**config.mk**
```make
export PLATFORM = sky130hd
export DESIGN_NAME = timing_track_writer
export DESIGN_NICKNAME = d
export VERILOG_FILES = /design/src/rtl/timing_track_writer.sv
export SDC_FILE = /design/constraint.sdc
export NUM_CORES = 1
export LEC_CHECK = 0
export CAP_MARGIN = 30
export CORE_ASPECT_RATIO = 1.2
export CORE_MARGIN = 5
export CORE_UTILIZATION = 30
export DETAILED_ROUTE_END_ITERATION = 10
export GPL_TIMING_DRIVEN = 0
export PLACE_DENSITY = 0.51
export SLEW_MARGIN = 20
export SYNTH_ARGS = -nofsm -noshare
export SYNTH_HDL_FRONTEND = slang
export SYNTH_SLANG_ARGS = --single-unit
```
**constraint.sdc**
```tcl
create_clock -name CLOCK -period 5 [get_ports CLOCK]
set_clock_uncertainty 0.1 [all_clocks]
set_input_delay 0.5 -clock CLOCK [delete_from_list [all_inputs] [get_ports CLOCK]]
set_output_delay 0.5 -clock CLOCK [all_outputs]
set_load 0.005 [all_outputs]
```
**src/rtl/timing_track_writer.sv**
```systemverilog
// timing_track_writer
//   Regenerates the TM timing track and CN number track on the drum during
//   track initialisation. A pass synchronises to the index pulse, writes one
//   full revolution, reads that revolution back, and reports how many cells
//   mismatched. One bit cell is handled per CLOCK.
//
// Ports
//   CLOCK    in   bit-cell clock
//   rst_n    in   asynchronous active-low reset
//   start    in   begin a write/verify pass (level, honoured in IDLE and DONE)
//   abort    in   cancel the pass from any non-idle state
//   index    in   index pulse, high during the cell before word 0, bit 0
//   TM_rd    in   TM track read-back
//   CN_rd    in   CN track read-back
//   TM_wr    out  TM write data
//   CN_wr    out  CN write data
//   WR_EN    out  drum write enable for both tracks
//   busy     out  high in SYNC, WRITE, VERIFY
//   done     out  high in DONE
//   pass     out  verify succeeded (valid while done=1)
//   err_cnt  out  mismatching cells, saturating at 255
//   word     out  word counter, 0..WORDS-1
//   bit_t    out  bit-time counter, 0..BITS-1
module timing_track_writer #(
    parameter int unsigned BITS         = 29,
    parameter int unsigned WORDS        = 108,
    parameter logic [BITS-1:0] TM_V     = 29'b0_1101000_1_1100000_01_10000_00000_0,
    parameter int unsigned SYNC_TIMEOUT = 4096
) (
    input  logic       CLOCK,
    input  logic       rst_n,
    input  logic       start,
    input  logic       abort,
    input  logic       index,
    input  logic       TM_rd,
    input  logic       CN_rd,
    output logic       TM_wr,
    output logic       CN_wr,
    output logic       WR_EN,
    output logic       busy,
    output logic       done,
    output logic       pass,
    output logic [7:0] err_cnt,
    output logic [6:0] word,
    output logic [4:0] bit_t
);

    localparam int unsigned TW = $clog2(SYNC_TIMEOUT);

    typedef enum logic [2:0] {
        StIdle,
        StSync,
        StWrite,
        StVerify,
        StDone
    } state_e;

    state_e          state_q, state_d;
    logic [6:0]      word_q, word_d;
    logic [4:0]      bit_q, bit_d;
    logic [7:0]      err_q, err_d;
    logic            pass_q, pass_d;
    logic [TW-1:0]   tmo_q, tmo_d;

    logic            exp_tm;
    logic            exp_cn;
    logic            last_bit;
    logic            last_word;
    logic            mismatch;
    logic [7:0]      err_inc;

    assign exp_tm    = TM_V[bit_q];
    assign exp_cn    = (word_q != 7'(WORDS - 1));
    assign last_bit  = (bit_q == 5'(BITS - 1));
    assign last_word = (word_q == 7'(WORDS - 1));
    // A cell where both tracks disagree still counts as a single error.
    assign mismatch  = (TM_rd != exp_tm) || (CN_rd != exp_cn);
    assign err_inc   = (err_q == 8'hFF) ? err_q : err_q + 8'd1;

    always_ff @(posedge CLOCK or negedge rst_n) begin
        if (!rst_n) begin
            state_q <= StIdle;
            word_q  <= '0;
            bit_q   <= '0;
            err_q   <= '0;
            pass_q  <= 1'b0;
            tmo_q   <= '0;
        end else begin
            state_q <= state_d;
            word_q  <= word_d;
            bit_q   <= bit_d;
            err_q   <= err_d;
            pass_q  <= pass_d;
            tmo_q   <= tmo_d;
        end
    end

    always_comb begin
        state_d = state_q;
        word_d  = word_q;
        bit_d   = bit_q;
        err_d   = err_q;
        pass_d  = pass_q;
        tmo_d   = tmo_q;

        if (abort && (state_q != StIdle)) begin
            // err_cnt is deliberately kept so maintenance logic can inspect it.
            state_d = StIdle;
            word_d  = '0;
            bit_d   = '0;
            pass_d  = 1'b0;
            tmo_d   = '0;
        end else begin
            unique case (state_q)
                StIdle, StDone: begin
                    if (start) begin
                        state_d = StSync;
                        err_d   = '0;
                        pass_d  = 1'b0;
                        tmo_d   = '0;
                        word_d  = '0;
                        bit_d   = '0;
                    end
                end
                StSync: begin
                    if (index) begin
                        state_d = StWrite;
                        word_d  = '0;
                        bit_d   = '0;
                    end else if (tmo_q == TW'(SYNC_TIMEOUT - 1)) begin
                        state_d = StDone;
                        err_d   = 8'hFF;
                        pass_d  = 1'b0;
                    end else begin
                        tmo_d = tmo_q + TW'(1);
                    end
                end
                StWrite, StVerify: begin
                    if (state_q == StVerify && mismatch) begin
                        err_d = err_inc;
                    end
                    if (last_bit) begin
                        bit_d  = '0;
                        word_d = last_word ? 7'd0 : word_q + 7'd1;
                    end else begin
                        bit_d = bit_q + 5'd1;
                    end
                    // WRITE flows straight into VERIFY with no gap cell.
                    if (last_bit && last_word) begin
                        if (state_q == StWrite) begin
                            state_d = StVerify;
                        end else begin
                            state_d = StDone;
                            pass_d  = (err_d == 8'd0);
                        end
                    end
                end
                default: begin
                    state_d = StIdle;
                end
            endcase
        end
    end

    assign WR_EN   = (state_q == StWrite);
    assign TM_wr   = WR_EN & exp_tm;
    assign CN_wr   = WR_EN & exp_cn;
    assign busy    = (state_q == StSync) || (state_q == StWrite) || (state_q == StVerify);
    assign done    = (state_q == StDone);
    assign pass    = pass_q;
    assign err_cnt = err_q;
    assign word    = word_q;
    assign bit_t   = bit_q;

endmodule

```
==> metrics <==
internal cell power 0.694 mW; clk_lat worst skew 0.29 ns; Combinational Power Share 0.482; die width 90.6 µm; GRT Total Usage 0.126; Startpoint Class flip-flop; Seq pwr share 0.350; fin. max-slew vios 0; Via density 5.20; Placeable Area 7660 µm²; starting density of the core 0.305; CTS resizes 0; I/O pin count 33; sequential area share after synthesis 0.385; vias 2,142; initial antenna violation count 0; Max Cap Viol 0; placement-stage cell area 2800 µm²; CTS root buffer clkbuf_8; Hold Crit Class input pin to async pin; Setup Fix Bufs, Post-CTS 0; Lkg Pwr 1.17 nW; Worst Tran Pin Value 0.680 ns; syn nets 293; Critical Path Fanout Max 10; global-route wire length before repair 10.1 mm; nets 333; f_max 351 MHz; Final period util 0.570; Post-synth EDFFs 0; Main synth FF type dfrtp_1; Synth Cell Area 2340 µm²; status complete, no violations; RSZ-0062 raised after global routing no; Die Ht 107 µm; antenna-violating nets left 0; Worst R2R Start bit_t[1]; setup TNS 0 ns; Cell Rows 35; DRC errors left 0; cell area after layout 2870 µm²; Worst VDD drop 0.192 mV; Yosys cell types 54; critical path class flip-flop to output pin; Starting DRT DRC Count 70; Worst-path clk slew 0.07 ns; IO Port Bufs 32; CTS tree built; gr ovfl total 0; diode count 0; Switching Fraction 0.419; area grow syn2layout 22.9%; TritonCTS Sinks 36; clock network fraction of total power 0.168; CTS HTree Levels 2; pre-CTS setup slack 2.14 ns; number of synthesized register bits 36; PnR worst setup slack 2.15 ns; Clock Path Buffers 2; PD cells 415 nW/µm²; worst reg2reg path depth 10; RR Endpoint pass; Detailed Routing Iterations Pass 1 4; cts bufs inserted 5; hold_buf cts 0; Setup crit end CN_wr; normalized max-slew margin 0.543; Data required, critical path 4.40 ns; Avg Synthesized Cell Area 8.35 µm²; GP Congestion 0.826; post-synthesis cell count 280; DIE AREA 9670 µm²; final setup vio count 0; DR WL/cell 14.5 µm; pin count of the biggest net entering global routing 21; Synth async-reset ratio 1.00; hpwl dp 4.41 mm; share of post-route cells with drive strength above 1 0.0656; crit path from state_q[1]; reg-to-reg setup timing slack 2.50 ns; final hold viol count 0; Arr. time, crit path 2.25 ns; Critical Path Sink Type output pin; post-layout min period 2.85 ns; Ys Warns 0; final wirelength 5.98 mm; net load switching power 0.500 mW; vias in the first global route 2,062
stage by stage:
step                      hold slack [ns]  cells  total power, mW   util
after global placement              0.397    404             1.00  0.362
after floorplan                     0.104    280            0.781      -
after CTS                           0.104    412             1.21  0.375
final                              0.0864    412             1.19  0.375
after detailed placement            0.397    405             1.01  0.365
after global routing                0.132    412             1.30  0.375
sequential cells by signal (all words and copies together) (netlist names):
signal   count
err_cnt      8
bit_t        5
tmo_q       12
word         7
state_q      3
pass         1
layout by cell type (no fill, tap or decap), types with 5 or more instances in the layout:
cell type        netlist  layout
nand2_1               25      25
ha_1                   6       6
dfrtp_1               36      36
nand2b_1               8       8
xor2_1                 8       8
clkdlybuf4s50_1        0      31
o21ai_0               16      16
clkbuf_1               5       6
o21ai_1               18      18
o31ai_1               13      13
a21oi_1               12      12
clkbuf_8               0       5
nor3_1                 5       5
and3_1                 9       9
nor2_1                28      28
inv_1                 10      10
nand3_1               14      14
layer usage:
metal,wire length (µm),global-route usage
met1,2790,0.162
met2,2900,0.212
met3,208,0.0267
met4,79,0.0383
met5,0,0
cell families (layout without fill, tap and decap cells):
kind of cell / after synthesis / after routing / synth area share
flops: 36 / 36 / 0.385
compound gates: 80 / 80 / 0.220
simple gates: 122 / 122 / 0.272
fa+ha+maj: 7 / 7 / 0.0364
buf+inv: 23 / 63 / 0.0396
mux: 2 / 2 / 0.00856
xor+xnor: 10 / 10 / 0.0375
worst min-delay path by stage:
stage | startpoint | end | cells past startpoint
after CTS | rst_n | err_cnt[7] | 1
after global routing | rst_n | err_cnt[7] | 1
final | rst_n | bit_t[0] | 1
after floorplan | rst_n | bit_t[0] | 0
after detailed placement | tmo_q[0] | tmo_q[0] | 1
after global placement | word[6] | word[6] | 1
power groups by stage:
stage / Combinational [mW] / Sequential (mW) / Clock [mW]
finish: 0.575 / 0.418 / 0.200
CTS: 0.584 / 0.419 / 0.209
global placement: 0.579 / 0.422 / 0
global route: 0.654 / 0.428 / 0.221
detailed placement: 0.581 / 0.424 / 0
floorplan: 0.371 / 0.410 / 0
worst max-delay path, cell delays in order, from the launching register on:
cell             delay, ns
dfrtp_1               0.41
buf_2                 0.23
buf_1                 0.47
nand2_1               0.19
nor2_1                0.14
clkdlybuf4s50_1       0.51
Yosys cell counts (all sizes together), types with 3 or more instances:
| cell | number | area share |
|---|---|---|
| a21oi | 13 | 0.029 |
| inv | 11 | 0.018 |
| a22o | 4 | 0.015 |
| xor2 | 8 | 0.030 |
| clkbuf | 5 | 0.0080 |
| nor2 | 28 | 0.045 |
| o31ai | 14 | 0.047 |
| o21ai | 34 | 0.073 |
| dfrtp | 36 | 0.39 |
| nor4 | 3 | 0.0080 |
| nand4 | 4 | 0.011 |
| or2 | 5 | 0.013 |
| nor2b | 3 | 0.0080 |
| buf | 5 | 0.011 |
| nand3 | 14 | 0.030 |
| o21a | 4 | 0.013 |
| and3 | 9 | 0.024 |
| and2 | 4 | 0.011 |
| nor3 | 6 | 0.015 |
| nand2b | 8 | 0.021 |
| ha | 6 | 0.032 |
| nand2 | 26 | 0.043 |
area by class of cell:
cell class | count | area [µm²]
buffer | 10 | 43.8
clock buffer | 6 | 72.6
clock inverter | 1 | 5.00
fill | 799 | 4790
inverter | 13 | 48.8
multi-input combinational | 221 | 1350
sequential | 36 | 901
tap | 92 | 115
timing repair buffer | 33 | 343
Note: power is estimated with default switching activity, not from simulation.
